**src/rtl/mem_stage_if.sv**
```systemverilog
`default_nettype none
// ============================================================================
//  Module      : mem_stage_if
//  Description : Pipeline stage link: valid / allowin handshake plus payload
//                bus. The upstream stage drives valid and bus through the
//                master modport; the downstream stage answers with allowin
//                through the slave modport.
//  Revision    : 1.0 - initial release
// ============================================================================
interface mem_stage_if #(
    parameter int BUS_WD = 125
) ();
    logic              valid;
    logic              allowin;
    logic [BUS_WD-1:0] bus;

    modport master (
        output valid,
        output bus,
        input  allowin
    );

    modport slave (
        input  valid,
        input  bus,
        output allowin
    );
endinterface
`default_nettype wire

```
**src/rtl/mem_stage.sv**
```systemverilog
`default_nettype none
// ============================================================================
//  Module      : mem_stage
//  Description : Memory pipeline stage. Registers the EX/MEM bus, buffers
//                synchronous data-SRAM read data while stalled, aligns and
//                extends load results, drives bypass/hazard outputs and the
//                MEM/WB bus with the valid/allowin handshake.
//  Options     : MS_LWLR_EN - when defined, lwl/lwr merge read data with
//                rt_value; when undefined those bits are ignored.
//  Revision    : 1.0 - initial release
// ============================================================================
module mem_stage #(
    parameter int ES_TO_MS_BUS_WD = 125,
    parameter int MS_TO_WS_BUS_WD = 76
) (
    input  wire logic        clk,
    input  wire logic        resetn,
    mem_stage_if.slave       es_ms,
    mem_stage_if.master      ms_ws,
    input  wire logic [31:0] data_sram_rdata,
    input  wire logic        ex_from_ws,
    output logic             ex_from_ms,
    output logic [31:0]      ms_forward,
    output logic [4:0]       ms_dest_h,
    output logic             ms_res_from_cp0_h
);

    // Outgoing payload before padding/truncation to MS_TO_WS_BUS_WD.
    localparam int C_PAYLOAD_WD = 85;

    logic                       r_ms_valid;
    logic [ES_TO_MS_BUS_WD-1:0] r_es_bus;
    logic                       r_hold_valid;
    logic [31:0]                r_hold_data;

    // Handshake: the stage always completes in one cycle.
    logic w_ms_ready_go;
    assign w_ms_ready_go  = 1'b1;
    assign es_ms.allowin  = !r_ms_valid || (w_ms_ready_go && ms_ws.allowin);
    assign ms_ws.valid    = r_ms_valid && w_ms_ready_go && !ex_from_ws;

    // Stage valid: flush wins over a simultaneous accept.
    always_ff @(posedge clk or negedge resetn) begin
        if (!resetn) begin
            r_ms_valid <= 1'b0;
        end else if (ex_from_ws) begin
            r_ms_valid <= 1'b0;
        end else if (es_ms.allowin) begin
            r_ms_valid <= es_ms.valid;
        end
    end

    // Payload register: loads only on an actual transfer from execute.
    always_ff @(posedge clk or negedge resetn) begin
        if (!resetn) begin
            r_es_bus <= '0;
        end else if (es_ms.valid && es_ms.allowin) begin
            r_es_bus <= es_ms.bus;
        end
    end

    // Read-data hold: capture the SRAM word on the first stalled edge, since
    // the SRAM output follows the next address execute issues.
    always_ff @(posedge clk or negedge resetn) begin
        if (!resetn) begin
            r_hold_valid <= 1'b0;
            r_hold_data  <= '0;
        end else if (ex_from_ws || es_ms.allowin) begin
            r_hold_valid <= 1'b0;
        end else if (r_ms_valid && !ms_ws.allowin && !r_hold_valid) begin
            r_hold_valid <= 1'b1;
            r_hold_data  <= data_sram_rdata;
        end
    end

    // Field extraction from the registered execute payload.
    logic        w_eret, w_bd, w_mtc0_we, w_ex, w_res_from_cp0;
    logic [4:0]  w_cp0_addr, w_excode, w_dest;
    logic        w_ld_w, w_ld_h, w_ld_b, w_ld_sign, w_gr_we;
    logic [1:0]  w_addr_lo;
    logic [31:0] w_alu_result, w_pc;

    assign w_eret         = r_es_bus[124];
    assign w_bd           = r_es_bus[123];
    assign w_mtc0_we      = r_es_bus[122];
    assign w_cp0_addr     = r_es_bus[121:117];
    assign w_ex           = r_es_bus[116];
    assign w_excode       = r_es_bus[115:111];
    assign w_res_from_cp0 = r_es_bus[110];
    assign w_ld_w         = r_es_bus[75];
    assign w_ld_h         = r_es_bus[74];
    assign w_ld_b         = r_es_bus[73];
    assign w_ld_sign      = r_es_bus[72];
    assign w_addr_lo      = r_es_bus[71:70];
    assign w_gr_we        = r_es_bus[69];
    assign w_dest         = r_es_bus[68:64];
    assign w_alu_result   = r_es_bus[63:32];
    assign w_pc           = r_es_bus[31:0];

    // Load alignment.
    logic [31:0] w_rdata;
    logic [15:0] w_half;
    logic [7:0]  w_byte;
    logic [31:0] w_half_ext, w_byte_ext;

    assign w_rdata    = r_hold_valid ? r_hold_data : data_sram_rdata;
    assign w_half     = w_addr_lo[1] ? w_rdata[31:16] : w_rdata[15:0];
    assign w_half_ext = {{16{w_ld_sign & w_half[15]}}, w_half};
    assign w_byte_ext = {{24{w_ld_sign & w_byte[7]}}, w_byte};

    // Byte lane select by the low address bits.
    always_comb begin
        w_byte = w_rdata[7:0];
        case (w_addr_lo)
            2'd0: w_byte = w_rdata[7:0];
            2'd1: w_byte = w_rdata[15:8];
            2'd2: w_byte = w_rdata[23:16];
            2'd3: w_byte = w_rdata[31:24];
            default: w_byte = w_rdata[7:0];
        endcase
    end

`ifdef MS_LWLR_EN
    logic        w_lwl, w_lwr;
    logic [31:0] w_rt_value;
    logic [31:0] w_lwl_val, w_lwr_val;

    assign w_lwl      = r_es_bus[109];
    assign w_lwr      = r_es_bus[108];
    assign w_rt_value = r_es_bus[107:76];

    // Unaligned-load merge: read bytes replace the upper (lwl) or lower (lwr)
    // part of rt according to the byte offset.
    always_comb begin
        w_lwl_val = w_rdata;
        w_lwr_val = w_rdata;
        case (w_addr_lo)
            2'd0: begin
                w_lwl_val = {w_rdata[7:0], w_rt_value[23:0]};
                w_lwr_val = w_rdata;
            end
            2'd1: begin
                w_lwl_val = {w_rdata[15:0], w_rt_value[15:0]};
                w_lwr_val = {w_rt_value[31:24], w_rdata[31:8]};
            end
            2'd2: begin
                w_lwl_val = {w_rdata[23:0], w_rt_value[7:0]};
                w_lwr_val = {w_rt_value[31:16], w_rdata[31:16]};
            end
            2'd3: begin
                w_lwl_val = w_rdata;
                w_lwr_val = {w_rt_value[31:8], w_rdata[31:24]};
            end
            default: begin
                w_lwl_val = w_rdata;
                w_lwr_val = w_rdata;
            end
        endcase
    end
`else
    logic w_unused_lwlr;
    assign w_unused_lwlr = ^r_es_bus[109:76];
`endif

    // Result mux: load value for any load, ALU result otherwise.
    logic [31:0] w_final_result;
    always_comb begin
        w_final_result = w_alu_result;
        if (w_ld_w) begin
            w_final_result = w_rdata;
        end else if (w_ld_h) begin
            w_final_result = w_half_ext;
        end else if (w_ld_b) begin
            w_final_result = w_byte_ext;
`ifdef MS_LWLR_EN
        end else if (w_lwl) begin
            w_final_result = w_lwl_val;
        end else if (w_lwr) begin
            w_final_result = w_lwr_val;
`endif
        end
    end

    // A faulting instruction still reaches writeback but must not write.
    logic                    w_ws_gr_we;
    logic [C_PAYLOAD_WD-1:0] w_payload;
    assign w_ws_gr_we = w_gr_we & ~w_ex;
    assign w_payload  = {w_eret, w_bd, w_mtc0_we, w_cp0_addr, w_ex, w_excode,
                         w_res_from_cp0, w_ws_gr_we, w_dest, w_final_result, w_pc};

    // Payload is LSB-aligned; a narrower bus drops the topmost CP0 fields.
    generate
        if (MS_TO_WS_BUS_WD >= C_PAYLOAD_WD) begin : g_pad
            assign ms_ws.bus = MS_TO_WS_BUS_WD'(w_payload);
        end else begin : g_trunc
            logic w_unused_hi;
            assign ms_ws.bus   = w_payload[MS_TO_WS_BUS_WD-1:0];
            assign w_unused_hi = ^w_payload[C_PAYLOAD_WD-1:MS_TO_WS_BUS_WD];
        end
    endgenerate

    assign ex_from_ms        = r_ms_valid & w_ex;
    assign ms_forward        = w_final_result;
    assign ms_dest_h         = (r_ms_valid & w_gr_we) ? w_dest : 5'd0;
    assign ms_res_from_cp0_h = r_ms_valid & w_res_from_cp0;

endmodule
`default_nettype wire

```
**src/flat_wrapper.sv**
```systemverilog
// flat-port wrapper written by rule: the top's interface ports become plain ports
module mem_stage_flat 
#(
    parameter int ES_TO_MS_BUS_WD = 125,
    parameter int MS_TO_WS_BUS_WD = 76
)
  (clk, resetn, data_sram_rdata, ex_from_ws, ex_from_ms, ms_forward, ms_dest_h, ms_res_from_cp0_h, es_ms_valid, es_ms_bus, es_ms_allowin, ms_ws_valid, ms_ws_bus, ms_ws_allowin);
  mem_stage_if #(.BUS_WD((125))) es_ms_i ();
  mem_stage_if #(.BUS_WD((76))) ms_ws_i ();
  input  wire logic clk;
  input  wire logic resetn;
  input  wire logic [31:0] data_sram_rdata;
  input  wire logic ex_from_ws;
  output logic ex_from_ms;
  output logic [31:0] ms_forward;
  output logic [4:0] ms_dest_h;
  output logic ms_res_from_cp0_h;
  input wire logic [$bits(es_ms_i.valid)-1:0] es_ms_valid;
  input wire logic [$bits(es_ms_i.bus)-1:0] es_ms_bus;
  output wire logic [$bits(es_ms_i.allowin)-1:0] es_ms_allowin;
  output wire logic [$bits(ms_ws_i.valid)-1:0] ms_ws_valid;
  output wire logic [$bits(ms_ws_i.bus)-1:0] ms_ws_bus;
  input wire logic [$bits(ms_ws_i.allowin)-1:0] ms_ws_allowin;
  assign es_ms_i.valid = es_ms_valid;
  assign es_ms_i.bus = es_ms_bus;
  assign es_ms_allowin = es_ms_i.allowin;
  assign ms_ws_valid = ms_ws_i.valid;
  assign ms_ws_bus = ms_ws_i.bus;
  assign ms_ws_i.allowin = ms_ws_allowin;
  mem_stage #(.ES_TO_MS_BUS_WD(ES_TO_MS_BUS_WD), .MS_TO_WS_BUS_WD(MS_TO_WS_BUS_WD)) u_core (.clk(clk), .resetn(resetn), .es_ms(es_ms_i), .ms_ws(ms_ws_i), .data_sram_rdata(data_sram_rdata), .ex_from_ws(ex_from_ws), .ex_from_ms(ex_from_ms), .ms_forward(ms_forward), .ms_dest_h(ms_dest_h), .ms_res_from_cp0_h(ms_res_from_cp0_h));
endmodule
```
**config.mk**
```make
export PLATFORM = sky130hd
export DESIGN_NAME = mem_stage_flat
export DESIGN_NICKNAME = d
export VERILOG_FILES = /design/src/rtl/mem_stage_if.sv /design/src/rtl/mem_stage.sv /design/src/flat_wrapper.sv
export SDC_FILE = /design/constraint.sdc
export NUM_CORES = 1
export LEC_CHECK = 0
export BUFFER_PORTS_ARGS = -buffer_cell sky130_fd_sc_hd__buf_4
export CAP_MARGIN = 10
export CORE_MARGIN = 3
export CORE_UTILIZATION = 40
export CTS_CLUSTER_SIZE = 14
export DETAILED_ROUTE_END_ITERATION = 6
export PLACE_DENSITY = 0.75
export SYNTH_ARGS = -nofsm -noshare
export SYNTH_HDL_FRONTEND = slang
export SYNTH_SLANG_ARGS = --single-unit
export TNS_END_PERCENT = 5
```
**constraint.sdc**
```tcl
create_clock -name clk -period 2.1 [get_ports clk]
set_input_delay 0.105 -clock clk [delete_from_list [all_inputs] [get_ports clk]]
set_output_delay 0.105 -clock clk [all_outputs]
set_load 0.01 [all_outputs]
```
== After elaboration in Yosys (flattened, before gate mapping) ==
Index checks and enable logic that the tools add are counted.

* Equality and inequality tests: 3
* Muxes and demuxes: 11
* Bitwise logic cells: 8
* Reductions and logical operators: 14

{| class="wikitable"
|+ Operators with widths
! operator !! number
|-
| $mux 32 || 4
|-
| $pmux 8 s4 || 1
|-
| $mux 16 || 1
|-
| $and 1x1->1 || 6
|-
| $mux 5 || 1
|-
| $eq 2x2->1 const B || 2
|-
| $logic_and 1x1->1 || 4
|-
| $logic_not 1->1 || 4
|-
| $mux 1 || 4
|-
| $reduce_bool 2->1 || 2
|-
| $eq 2x1->1 const B || 1
|-
| $logic_not 2->1 || 1
|-
| $logic_or 1x1->1 || 2
|-
| $not 1->1 || 2
|-
| $reduce_and 2->1 || 1
|}

* Flip-flop bits (word level): 151
* Bits of input ports: 162
* Output and inout port bits: 117

== Longest topological paths before layout ==
Gate-level depths: netlist of run 1.

* Depth in word-level cells: 6
* Depth in mapped cells: 8
* Mapped depth without buffers: 4

== Worst setup path before layout of run 1 ==
OpenSTA, ideal clock, no wires.

* Path type: register -> output
* Start: reg u_core.r_hold_valid
* End: out ms_ws_bus[35]
* Data arrival time: 2.171 ns
* Path slack: -0.176 ns
* Stages on the path, launching flop included: 8
* Cell sequence: dfrtp_1 > buf_6 > buf_6 > mux2_2 > nor2_1 > o311a_1 > a2111oi_0 > buf_4

* Longest elaborated chain between the ends: 5
* Elaborated cells on any way between the ends: 6
* Classes of those cells: 6 x mux

{| class="wikitable"
|+ Ends and longest elaborated chain
! item !! RTL line !! RTL
|-
| start: declaration || mem_stage.sv:33 || <nowiki>logic r_hold_valid;</nowiki>
|-
| start signal: assignment || mem_stage.sv:66 || <nowiki>r_hold_valid <= 1'b0;</nowiki>
|-
| start signal: assignment || mem_stage.sv:69 || <nowiki>r_hold_valid <= 1'b0;</nowiki>
|-
| start signal: assignment || mem_stage.sv:71 || <nowiki>r_hold_valid <= 1'b1;</nowiki>
|-
| $mux 32 (*) || mem_stage.sv:106 || <nowiki>assign w_rdata = r_hold_valid ? r_hold_data : data_sram_rdata;</nowiki>
|-
| $pmux 8 s4 || mem_stage.sv:114 || <nowiki>case (w_addr_lo)</nowiki>
|-
| $mux 32 || mem_stage.sv:173 || <nowiki>end else if (w_ld_b) begin</nowiki>
|-
| $mux 32 || mem_stage.sv:171 || <nowiki>end else if (w_ld_h) begin</nowiki>
|-
| $mux 32 (*) || mem_stage.sv:169 || <nowiki>if (w_ld_w) begin</nowiki>
|-
| end: declaration || flat_wrapper.sv:22 || <nowiki>output wire logic [$bits(ms_ws_i.bus)-1:0] ms_ws_bus;</nowiki>
|}

Mark *: on every way between the ends. The rest lies on a longest branch, timed or not.

== Worst setup path in the final report of run 1 ==
* Start: reg u_core.r_hold_valid
* End: out ms_forward[22]

* Longest elaborated chain between the ends: 6
* Elaborated cells on any way between the ends: 8
* Classes of those cells: 6 x mux; 2 x bitwise

{| class="wikitable"
|+ Ends and longest elaborated chain
! item !! RTL line !! RTL
|-
| $mux 32 (*) || mem_stage.sv:106 ||
|-
| $pmux 8 s4 || mem_stage.sv:114 ||
|-
| $and 1x1->1 || mem_stage.sv:109 || <nowiki>assign w_byte_ext = {{24{w_ld_sign & w_byte[7]}}, w_byte};</nowiki>
|-
| $mux 32 || mem_stage.sv:173 ||
|-
| $mux 32 || mem_stage.sv:171 ||
|-
| $mux 32 (*) || mem_stage.sv:169 ||
|-
| end: declaration || flat_wrapper.sv:15 || <nowiki>output logic [31:0] ms_forward;</nowiki>
|}

Marked as above.

==> impl_metrics.csv, run 1 <==
group,metric,value,unit
yosys,synthArstFlopShare,100.0,%
clock_tree,cts_root_buf,"clkbuf_16",
global_route,overflow,0,
placement,io_buffers,236,
yosys,synth_top_flop_cell,"dfrtp_1",
die,die_w,133.3,um
timing,rsz0062_at_grt,"yes",
final_layout,antenna_cells,0,
yosys,synth_area_per_cell,12.50,um^2
routing,viasPerCell,5.106,
timing,finalHoldViolations,0,
timing,max_freq,0.3989,GHz
critical_path,critical_path_class,"register to output port",
critical_path,crit_fanout,8,
timing,tightest_slew,0.8622,ns
critical_path,startpoint_type,"register",
final_layout,nFillCells,1121,
yosys,synth_cells,519,
flow_run,drv_cap,0,
run_status,violations,"negative setup slack",
clock_tree,cts_tree,"built",
global_route,met1_usage,26.35,%
routing,drtPass1Iterations,4,
yosys,ys_ff_latch,117,
power_and_ir_drop,p_per_area,832.7,nW/um^2
timing,drv_slew,0,
global_route,use_met3,8.157,%
placement,placedCellCount,898,
critical_path,critPathTopFamily,"compound AO/OA/AOI/OAI gates",
yosys,syn-num-nets,681,
clock_tree,htreeDepth,4,
critical_path,worstPathRequired,2.00,ns
final_layout,area_delta_synth_final,59.01,%
power_and_ir_drop,power_leakage,4.567,nW
routing,wire_per_inst,19.72,um
global_route,global_route.usage.met2,40.46,%
critical_path,ff2ff_setup_slack,0.40,ns
critical_path,cpMostUsedCell,"buf_4",
final_layout,nNetsFinal,998,
final_layout,layout_commonest_cell,"buf_4",
final_layout,instances_no_fill,1060,
power_and_ir_drop,peakVddDrop,0.6119,mV
clock_tree,clkTransAtPathRegs,0.05,ns
routing,routed-via-count,5412,
critical_path,cp.arrival,2.40,ns
worst_hold_path,hold_path_class,"primary input to register",
global_route,antenna_found_initial,0,
die,core,15540,um^2
die,start_util,41.74,%
timing,finalSetupTns,-19.51,ns
clock_tree,worstSkewPairLatency,0.41,ns
timing,setup_viol,64,
placement,dpl_worst_slack,-0.07468,ns
critical_path,max_stage_delay,0.46,ns
routing,finalWirelength,20.90,mm
timing,skew,0.007040,ns
critical_path,cp_num_buf_inv,2,
timing,period_minus_slack,2.507,ns
placement,hpwl,13.66,mm
global_route,track_usage,23.08,%
yosys,yosysWarningCount,0,
final_layout,final_cell_mix,"buf_4, mux2_2, dlygate4sd3_1, dfrtp_1",
die,pin_count,279,
clock_tree,numCtsBuffers,17,
critical_path,path_cells,"mux2i_2 > or3_4 > a31o_4 > buf_4 > a221oi_4 > buf_4",
yosys,synth_seq_area_share,45.14,%
power_and_ir_drop,total_power,8.588,mW
global_route,grt_pass1_wl,32.31,mm
routing,route.detailed.drc,0,
critical_path,cp_slowest_cell,"dfrtp_2",
yosys,synth_cell_types,41,
yosys,synth_edf_count,0,
routing,drt_iter0_markers,322,
run_status,outcome,"finished with violations",
global_route,grt_pass1_vias,5958,
timing,relSlewSlack,41.91,%
yosys,synth_area,6486,um^2
timing,setup_slack,-0.4070,ns
die,chipHeight,133.3,um
die,dieArea,17780,um^2
final_layout,layout-drive-gt1-share,59.95,%
clock_tree,clkSinkCount,117,
die,row_count,45,
clock_tree,clock_path_buffers,2,
routing,final_antenna_net_count,0,
global_route,grt_max_degree,69,
placement,place_congestion,0.8617,
critical_path,cp-end-kind,"output port",
global_route,busiest_layer,"met2",
timing,min_period_over_period,119.4,%
routing by layer:
metal,up-vias,wire (um)
met5,-,0
met4,0,437
met3,33,1546
met2,227,10950
met1,2689,7969
li1,2463,-
sequential cells by signal, indices dropped and copies added, names as in the netlist:
register	cells
u_core.r_hold_valid	1
u_core.r_ms_valid	1
u_core.r_hold_data	32
u_core.r_es_bus	83
final cells by class:
type                    count  area, um^2  area share [%]
repair buffers            406        3462           33.57
clock inverters            12       153.9           1.492
well taps                 211       264.0           2.560
multi-input cells         288        3024           29.32
flip-flops and latches    117        2930           28.41
inverters                   6       22.52          0.2184
clock buffers              20       456.7           4.428
cell families after synthesis:
kind of cell	count (synthesis)	share of synthesized area, %
buffers and inverters	115	12.36
AO/OA/AOI/OAI	77	10.11
AND/OR/NAND/NOR	55	4.475
multiplexers	155	27.91
flip-flops	117	45.14
synth_stat cells (7+ instances only):
| cell | count | area [um^2] |
|---|---|---|
| nand2_1 | 15 | 56.30 |
| clkbuf_1 | 12 | 45.04 |
| buf_2 | 13 | 65.06 |
| mux2i_1 | 20 | 200.2 |
| mux4_2 | 8 | 180.2 |
| a21oi_2 | 10 | 87.58 |
| o22ai_1 | 9 | 56.30 |
| o21ai_0 | 7 | 35.03 |
| a31oi_1 | 8 | 50.05 |
| mux2_2 | 127 | 1430 |
| a21oi_1 | 7 | 35.03 |
| a221oi_2 | 11 | 165.2 |
| nor2_1 | 11 | 41.29 |
| nor2b_1 | 8 | 50.05 |
| dfrtp_1 | 117 | 2928 |
| buf_4 | 76 | 570.6 |
| buf_6 | 7 | 78.83 |
| and3_1 | 9 | 56.30 |
path summary, 6_finish.rpt:
kind	start	to	cells past startpoint
setup / recovery	u_core.r_hold_valid$_DFFE_PN0P_	ms_forward[22]	6
hold / removal	ms_ws_allowin	u_core.r_hold_valid$_DFFE_PN0P_	3
setup reg to reg	u_core.r_ms_valid$_DFFE_PN0N_	u_core.r_hold_data[12]$_DFFE_PN0P_	4
hold reg to reg	u_core.r_hold_data[19]$_DFFE_PN0P_	u_core.r_hold_data[19]$_DFFE_PN0P_	1
max in group asynchronous	resetn	u_core.r_es_bus[22]$_DFFE_PN0P_	3
min in group asynchronous	resetn	u_core.r_hold_data[16]$_DFFE_PN0P_	2
metrics by stage:
step | instance area [um^2] | hold WS, ns | utilization (%)
2_1_floorplan | 6494 | -0.1906 | -
3_3_place_gp | 8134 | 0.05984 | 52.34
3_5_place_dp | 8134 | 0.07046 | 52.34
4_1_cts | 10100 | 0.1339 | 64.98
5_1_grt | 10310 | 0.1542 | 66.37
6_report | 10310 | 0.1452 | 66.37
where the power goes:
part	switching, mW	internal [mW]	total, mW
registers	0.258	2.61	2.87
clock network	1.05	1.92	2.98
logic	1.23	1.52	2.74
total	2.54	6.05	8.59
worst register-to-register path: stages, from the launching register on:
cell and delay (ns):
dfrtp_1 0.47, nand2b_1 0.24, nor3_2 0.24, buf_12 0.25, mux2_2 0.39
repair_timing:
item | 4_1_cts | 5_1_grt
endpoints found under the hold margin | 146 | 0
setup endpoints to repair | 64 | 64
hold buffers | 118 | 0
setup buffers | 4 | 8
gates cloned | 1 | 1
gates resized for setup | 27 | 23
pin swaps | 1 | 7
No activity file was read; power rests on OpenSTA's default activity.
==> run 2: changes to the inputs <==
Settings changed: BUFFER_PORTS_ARGS -buffer_cell sky130_fd_sc_hd__buf_4 to default, DONT_BUFFER_PORTS from default to 1, PLACE_DENSITY 0.75 to 0.6.
==> run 2 against run 1 <==
The flow finishes with violations (negative hold slack, negative setup slack). Largest cell class is now multi-input combinational cells. Combinational power shrank 28%. Largest power group unchanged. Die area is the same. Clock power is 8.4% higher. Highest routed layer unchanged. Maximum frequency grew 0.13%.
==> impl_metrics.csv, run 2 (synthesis gave the netlist of run 1 again) <==
group,metric,value,unit
final_layout,nFillCells,1283,
run_status,outcome,"finished with violations",
die,core,15540,um^2
die,chipHeight,133.3,um
global_route,global_route.usage.met2,33.75,%
critical_path,crit_fanout,12,
timing,finalHoldViolations,117,
final_layout,final_util,56.26,%
timing,rsz0062_at_grt,"yes",
power_and_ir_drop,p_per_area,929.0,nW/um^2
power_and_ir_drop,seqPwrFrac,36.1,%
die,pin_count,279,
placement,placedCellCount,689,
timing,holdWs,-0.6189,ns
global_route,grt_max_degree,118,
timing,drv_slew,0,
routing,drt_iter0_markers,176,
clock_tree,htreeDepth,4,
global_route,grt_pass1_vias,5035,
clock_tree,worstSkewPairLatency,0.42,ns
die,row_count,45,
timing,min_period_over_period,119.2,%
timing,setup_viol,64,
power_and_ir_drop,clkPwrFrac,39.8,%
final_layout,largest_reg_flops,83,
global_route,overflow,0,
routing,routed-via-count,4574,
routing,drtPass1Iterations,4,
worst_hold_path,hold_path_class,"primary input to asynchronous set/reset pin",
placement,io_buffers,0,
final_layout,layout_commonest_cell,"mux2_2",
clock_tree,clkTransAtPathRegs,0.06,ns
global_route,track_usage,20.67,%
timing,setup_slack,-0.4038,ns
timing,max_freq,0.3994,GHz
critical_path,cp-end-kind,"output port",
placement,hpwl,12.11,mm
final_layout,multi_input_area,2972,um^2
global_route,antenna_found_initial,1,
clock_tree,cts_hold_buf,117,
critical_path,cp_slowest_cell,"mux4_2",
critical_path,rr_worst_depth,4,
final_layout,top_register,"u_core.r_es_bus",
global_route,busiest_layer,"met2",
clock_tree,cts_root_buf,"clkbuf_16",
placement,placed_cell_area,6565,um^2
placement,place_congestion,0.8247,
power_and_ir_drop,p_sw_share,28.28,%
flow_run,drv_cap,0,
routing,route.detailed.drc,0,
timing,tightest_slew,0.7885,ns
power_and_ir_drop,power_leakage,3.544,nW
clock_tree,clock_path_buffers,2,
timing,skew,0.009509,ns
routing,wire_per_inst,21.40,um
critical_path,rr_startpoint,"u_core.r_ms_valid$_DFFE_PN0N_",
routing,viasPerCell,5.419,
power_and_ir_drop,intPower,5.825,mW
clock_tree,numCtsBuffers,17,
critical_path,timing.rr.end,"u_core.r_es_bus[50]$_DFFE_PN0P_",
power_and_ir_drop,p_comb_share,24.1,%
final_layout,stdcell_area,8742,um^2
critical_path,critPathTopFamily,"multiplexers",
critical_path,cp.arrival,2.40,ns
clock_tree,cts_tree,"built",
routing,finalWirelength,18.06,mm
power_and_ir_drop,peakVddDrop,0.5676,mV
placement,dpl_worst_slack,-0.01091,ns
timing,period_minus_slack,2.504,ns
critical_path,worstPathRequired,2.00,ns
final_layout,area_delta_synth_final,34.78,%
final_layout,largestRegisters,"u_core.r_es_bus: 83 flops, u_core.r_hold_data: 32 flops",
die,start_util,41.74,%
critical_path,max_stage_delay,0.57,ns
critical_path,ff2ff_setup_slack,0.25,ns
clock_tree,clkSinkCount,117,
final_layout,layout-drive-gt1-share,46.68,%
run_status,violations,"negative hold slack, negative setup slack",
die,die_w,133.3,um
global_route,grt_pass1_wl,28.55,mm
global_route,met1_usage,25.90,%
power_and_ir_drop,netSwitchingPower,2.297,mW
final_layout,regArea,2930,um^2
final_layout,nNetsFinal,781,
final_layout,final_cell_mix,"mux2_2, dlygate4sd3_1, dfrtp_1, buf_4",
critical_path,critical_path_class,"register to output port",
die,dieArea,17780,um^2
global_route,use_met3,6.495,%
final_layout,instances_no_fill,844,
routing,final_antenna_net_count,0,
timing,relSlewSlack,46.87,%
critical_path,startpoint_type,"register",
critical_path,cp_num_buf_inv,3,
critical_path,path_cells,"mux4_2 > a31o_1 > buf_12 > buf_6 > a21oi_2 > a221oi_2 > buf_4",
-- run 2: layout make-up --
class                           instances  share of cell area (%)
Multi-Input combinational cell        287                   33.99
Timing Repair Buffer                  190                   21.67
Tap cell                              211                   3.020
Sequential cell                       117                   33.52
Clock inverter                         13                   2.333
Antenna cell                            1                 0.02862
Clock buffer                           19                   5.181
Inverter                                6                  0.2576
-- run 2: worst max-delay path by stage --
stage / start / endpoint / slack [ns] / cells past startpoint
2_1_floorplan: u_core.r_hold_valid$_DFFE_PN0P_ / ms_ws_bus[36] / -0.01 / 7
3_3_place_gp: u_core.r_hold_valid$_DFFE_PN0P_ / ms_ws_bus[36] / -0.008 / 7
3_5_place_dp: u_core.r_hold_valid$_DFFE_PN0P_ / ms_forward[31] / -0.01 / 6
4_1_cts: u_core.r_hold_valid$_DFFE_PN0P_ / ms_forward[17] / -0.41 / 7
5_1_grt: u_core.r_hold_valid$_DFFE_PN0P_ / ms_ws_bus[49] / -0.46 / 7
6_report: u_core.r_hold_valid$_DFFE_PN0P_ / ms_ws_bus[60] / -0.40 / 7
-- run 2: repair_timing --
action                                  CTS  global route
endpoints found under the setup margin   64            64
gates resized for setup                  34            14
pin swaps                                13             4
cloned                                    1             1
hold endpoints to repair                234           117
setup buffers                             3             0
-- run 2: per-layer routing --
metal | routed length (um) | part of all wire, %
met5 | 0 | 0
met4 | 384 | 2.1
met3 | 1300 | 7.2
met2 | 8855 | 49
met1 | 7519 | 42
-- run 2: stage by stage --
stage,setup TNS (ns),power [mW]
6_report,-20.55,8.121
5_1_grt,-25.48,8.490
4_1_cts,-21.79,8.128
3_5_place_dp,-0.02814,4.561
3_3_place_gp,-0.01596,4.508
2_1_floorplan,-0.01282,4.313
-- run 2: worst reg2reg max path: cells and delay by family, from the launching register on --
kind	cells	cell delay (ns)
and+or+nand+nor	2	0.48
DFF	1	0.49
muxes	1	0.46
buffers and inverters	1	0.31
-- run 2: power by group through the flow --
stage	clock (mW)	combinational [mW]	sequential, mW
CTS	3.30	1.90	2.93
global route	3.41	2.10	2.98
global placement	0	1.57	2.94
finish	3.23	1.96	2.93
detailed placement	0	1.61	2.95
floorplan	0	1.52	2.79
==> run 3: changes to the inputs <==
Settings changed: ABC_AREA from default to 1, CELL_PAD_IN_SITES_DETAIL_PLACEMENT from default to 0, CELL_PAD_IN_SITES_GLOBAL_PLACEMENT from default to 2, CORE_UTILIZATION 40 to 36, PLACE_DENSITY 0.6 to 0.86.
==> run 3 against run 2 <==
The run still ends with negative hold slack, negative setup slack left. Register-to-register slack barely moved. Die area is 11% higher. Global-route usage shrank 1.0 points. Sequential power decreased by 2%. Worst hold slack lost 0.0022 ns. Critical path depth grew 5. Clock power down 13%. Sequential share of layout area fell by 0.36 points. Sequential cell count unchanged. Cell count rose by 28%. Non-clock buffer count unchanged. Worst setup slack improved by 0.28 ns. Critical path type unchanged. Critical endpoint is now ms_forward[24]. Highest routed layer unchanged.
==> impl_metrics.csv, run 3 <==
group,metric,value,unit
run_status,outcome,"finished with violations",
run_status,violations,"negative hold slack, negative setup slack",
timing,tightest_slew,0.4979,ns
placement,place_congestion,0.8993,
critical_path,cp_slowest_cell,"dfrtp_2",
die,core,17480,um^2
final_layout,largestRegisters,"u_core.r_es_bus: 83 flops, u_core.r_hold_data: 32 flops",
power_and_ir_drop,p_per_area,856.7,nW/um^2
yosys,synth_top_area_share,44.97,%
clock_tree,clock_path_buffers,2,
routing,route.detailed.drc,0,
final_layout,nNetsFinal,1007,
yosys,synth_seq_area_share,44.97,%
yosys,syn-num-nets,911,
placement,placedCellCount,915,
timing,rsz0062_at_grt,"yes",
yosys,synth_area,6511,um^2
die,chipHeight,140.5,um
final_layout,instances_no_fill,1083,
clock_tree,cts_tree,"built",
final_layout,final_util,50.54,%
critical_path,ff2ff_setup_slack,0.25,ns
clock_tree,clkTransAtPathRegs,0.06,ns
yosys,yosysWarningCount,0,
placement,hpwl,13.31,mm
timing,max_freq,0.4499,GHz
timing,setup_slack,-0.1228,ns
yosys,synth_area_leaders,"dfrtp_1, mux2_2, nand2_1",
timing,relSlewSlack,66.81,%
final_layout,nFillCells,1602,
global_route,antenna_found_initial,0,
clock_tree,cts_root_buf,"clkbuf_16",
die,dieArea,19740,um^2
timing,period_minus_slack,2.223,ns
flow_run,drv_cap,0,
global_route,grt_max_degree,118,
worst_hold_path,hold_path_class,"primary input to asynchronous set/reset pin",
die,die_w,140.5,um
routing,finalWirelength,19.71,mm
timing,skew,0.008400,ns
final_layout,largest_reg_flops,83,
clock_tree,worstSkewPairLatency,0.42,ns
yosys,ys_ff_latch,117,
routing,wire_per_inst,18.20,um
final_layout,final_cell_mix,"nand2_1, dlygate4sd3_1, dfrtp_1, mux2_2",
clock_tree,clkSinkCount,117,
yosys,yosysTopAreaCell,"dfrtp_1",
yosys,synth_area_per_cell,8.693,um^2
critical_path,worstPathRequired,2.00,ns
yosys,synth_adder_area_share,0,%
yosys,synth_cell_types,28,
global_route,overflow,0,
critical_path,rr_startpoint,"u_core.r_ms_valid$_DFFE_PN0N_",
yosys,yosysMostFrequentCell,"nand2_1",
power_and_ir_drop,netSwitchingPower,2.435,mW
yosys,synth_common_cells,"nand2_1, dfrtp_1, buf_4, mux2_2, o21ai_0",
power_and_ir_drop,total_power,7.568,mW
power_and_ir_drop,p_sw_share,32.18,%
critical_path,startpoint_type,"register",
global_route,grt_pass1_wl,30.26,mm
timing,min_period_over_period,105.8,%
routing,drt_iter0_markers,252,
critical_path,cp-end-kind,"output port",
power_and_ir_drop,clkPwrFrac,37.2,%
power_and_ir_drop,p_comb_share,25.0,%
yosys,synthArstFlopShare,100.0,%
routing,final_antenna_net_count,0,
final_layout,area_delta_synth_final,35.66,%
clock_tree,cts_hold_buf,117,
critical_path,cp.arrival,2.12,ns
yosys,synth_compound_area_share,10.49,%
critical_path,crit_fanout,6,
timing,holdWs,-0.6211,ns
critical_path,critical_path_class,"register to output port",
global_route,grt_pass1_vias,5710,
yosys,synth_top_flop_cell,"dfrtp_1",
power_and_ir_drop,seqPwrFrac,37.8,%
placement,dpl_worst_slack,0.1024,ns
die,pin_count,279,
power_and_ir_drop,intPower,5.133,mW
timing,drv_slew,0,
power_and_ir_drop,power_leakage,4.048,nW
timing,setup_viol,50,
routing,routed-via-count,5401,
clock_tree,numCtsBuffers,17,
yosys,synth_mux_area_share,13.20,%
yosys,synth-xor-area-share,0,%
routing,viasPerCell,4.987,
die,start_util,37.26,%
yosys,synthSimpleGateAreaFrac,15.68,%
placement,io_buffers,0,
critical_path,max_stage_delay,0.44,ns
yosys,synth_cells,749,
timing,finalHoldViolations,117,
die,row_count,48,
power_and_ir_drop,peakVddDrop,0.5494,mV
global_route,track_usage,19.65,%
clock_tree,htreeDepth,4,
critical_path,rr_worst_depth,6,
final_layout,antenna_cells,0,
final_layout,top_register,"u_core.r_es_bus",
yosys,synth_edf_count,0,
critical_path,timing.rr.end,"u_core.r_hold_data[24]$_DFFE_PN0P_",
critical_path,path_cells,"buf_6 > inv_8 > nand2_4 > nand3_2 > nand2_2 > nor2_4 > nand3_4 > buf_6 > nand2_1 > nand2_1 > a21oi_1 > buf_4",
yosys,synth_top_family_by_area,"simple AND/OR/NAND/NOR gates",
final_layout,layout-drive-gt1-share,32.87,%
final_layout,layout_commonest_cell,"nand2_1",
routing,drtPass1Iterations,5,
[run 3: cell types whose count changed after synthesis, sizes merged, moves of 8 or more]
cell    change
a21oi      +40
a221oi     -16
a31oi       -8
and3        -8
inv        +51
mux2       -52
mux2i      -20
mux4        -8
nand2     +158
nand3      +15
nor2       +45
nor2b       -8
o21ai      +57
o22ai       -9
[run 3: final cells by class]
cell class / count / area, um^2 / area share [%]
Multi-Input combinational cell: 460 / 2938 / 33.26
Sequential cell: 117 / 2929 / 33.16
Timing Repair Buffer: 190 / 1883 / 21.32
Clock buffer: 18 / 429.2 / 4.858
Tap cell: 225 / 281.5 / 3.187
Inverter: 57 / 221.5 / 2.507
Clock inverter: 14 / 140.1 / 1.586
Timing Repair inverter: 2 / 11.26 / 0.1275
[run 3: critical path: cells and delay by family, from the launching register on]
family                 cells  cell delay (ns)
and+or+nand+nor            7             0.57
DFF                        1             0.44
buffers and inverters      4             0.56
AOI/OAI and AO/OA          1             0.13
[run 3: logic make-up after synthesis]
logic type | Yosys count
DFF | 117
AOI/OAI and AO/OA | 131
and+or+nand+nor | 254
muxes | 75
buffers and inverters | 172
[run 3: power by group through the flow]
stage,Sequential [mW],Clock (mW),Combinational [mW]
after floorplan,2.75,0,1.37
after global placement,2.87,0,1.41
after detailed placement,2.88,0,1.45
after CTS,2.86,2.87,1.76
after global routing,2.90,2.99,2.06
final,2.86,2.81,1.89
[run 3: worst max-delay path by stage]
stage,endpoint,from,slack (ns),cells past startpoint
final,ms_forward[24],u_core.r_hold_valid$_DFFE_PN0P_,-0.12,12
after global routing,ms_forward[28],u_core.r_hold_valid$_DFFE_PN0P_,-0.24,12
after CTS,ms_forward[19],u_core.r_hold_valid$_DFFE_PN0P_,-0.15,12
after detailed placement,ms_forward[27],u_core.r_hold_valid$_DFFE_PN0P_,0.10,11
after global placement,ms_ws_bus[59],u_core.r_hold_valid$_DFFE_PN0P_,0.15,11
after floorplan,ms_ws_bus[60],u_core.r_hold_valid$_DFFE_PN0P_,0.33,11
[run 3: per-layer routing]
metal  up-vias  global-route usage [%]  wire length (um)
li1       2552                       -                 -
met1      2605                   23.42              8002
met2       216                   33.54              9762
met3        28                   6.180              1443
met4         0                   6.731               502
met5         -                       0                 0
[run 3: repair_timing]
action                                  4_1_cts  5_1_grt
pin swaps                                    13       17
endpoints found under the hold margin       234      117
gates resized for setup                     101       67
buffers inserted                              7        7
endpoints found under the setup margin       64       64
cloned                                        4        1
[run 3: metrics by stage]
step           setup TNS [ns]  cell area (um^2)
2_1_floorplan               0              6511
3_3_place_gp                0              6450
3_5_place_dp                0              6450
4_1_cts                -5.961              8546
5_1_grt                -11.47              8833
6_report               -3.913              8833
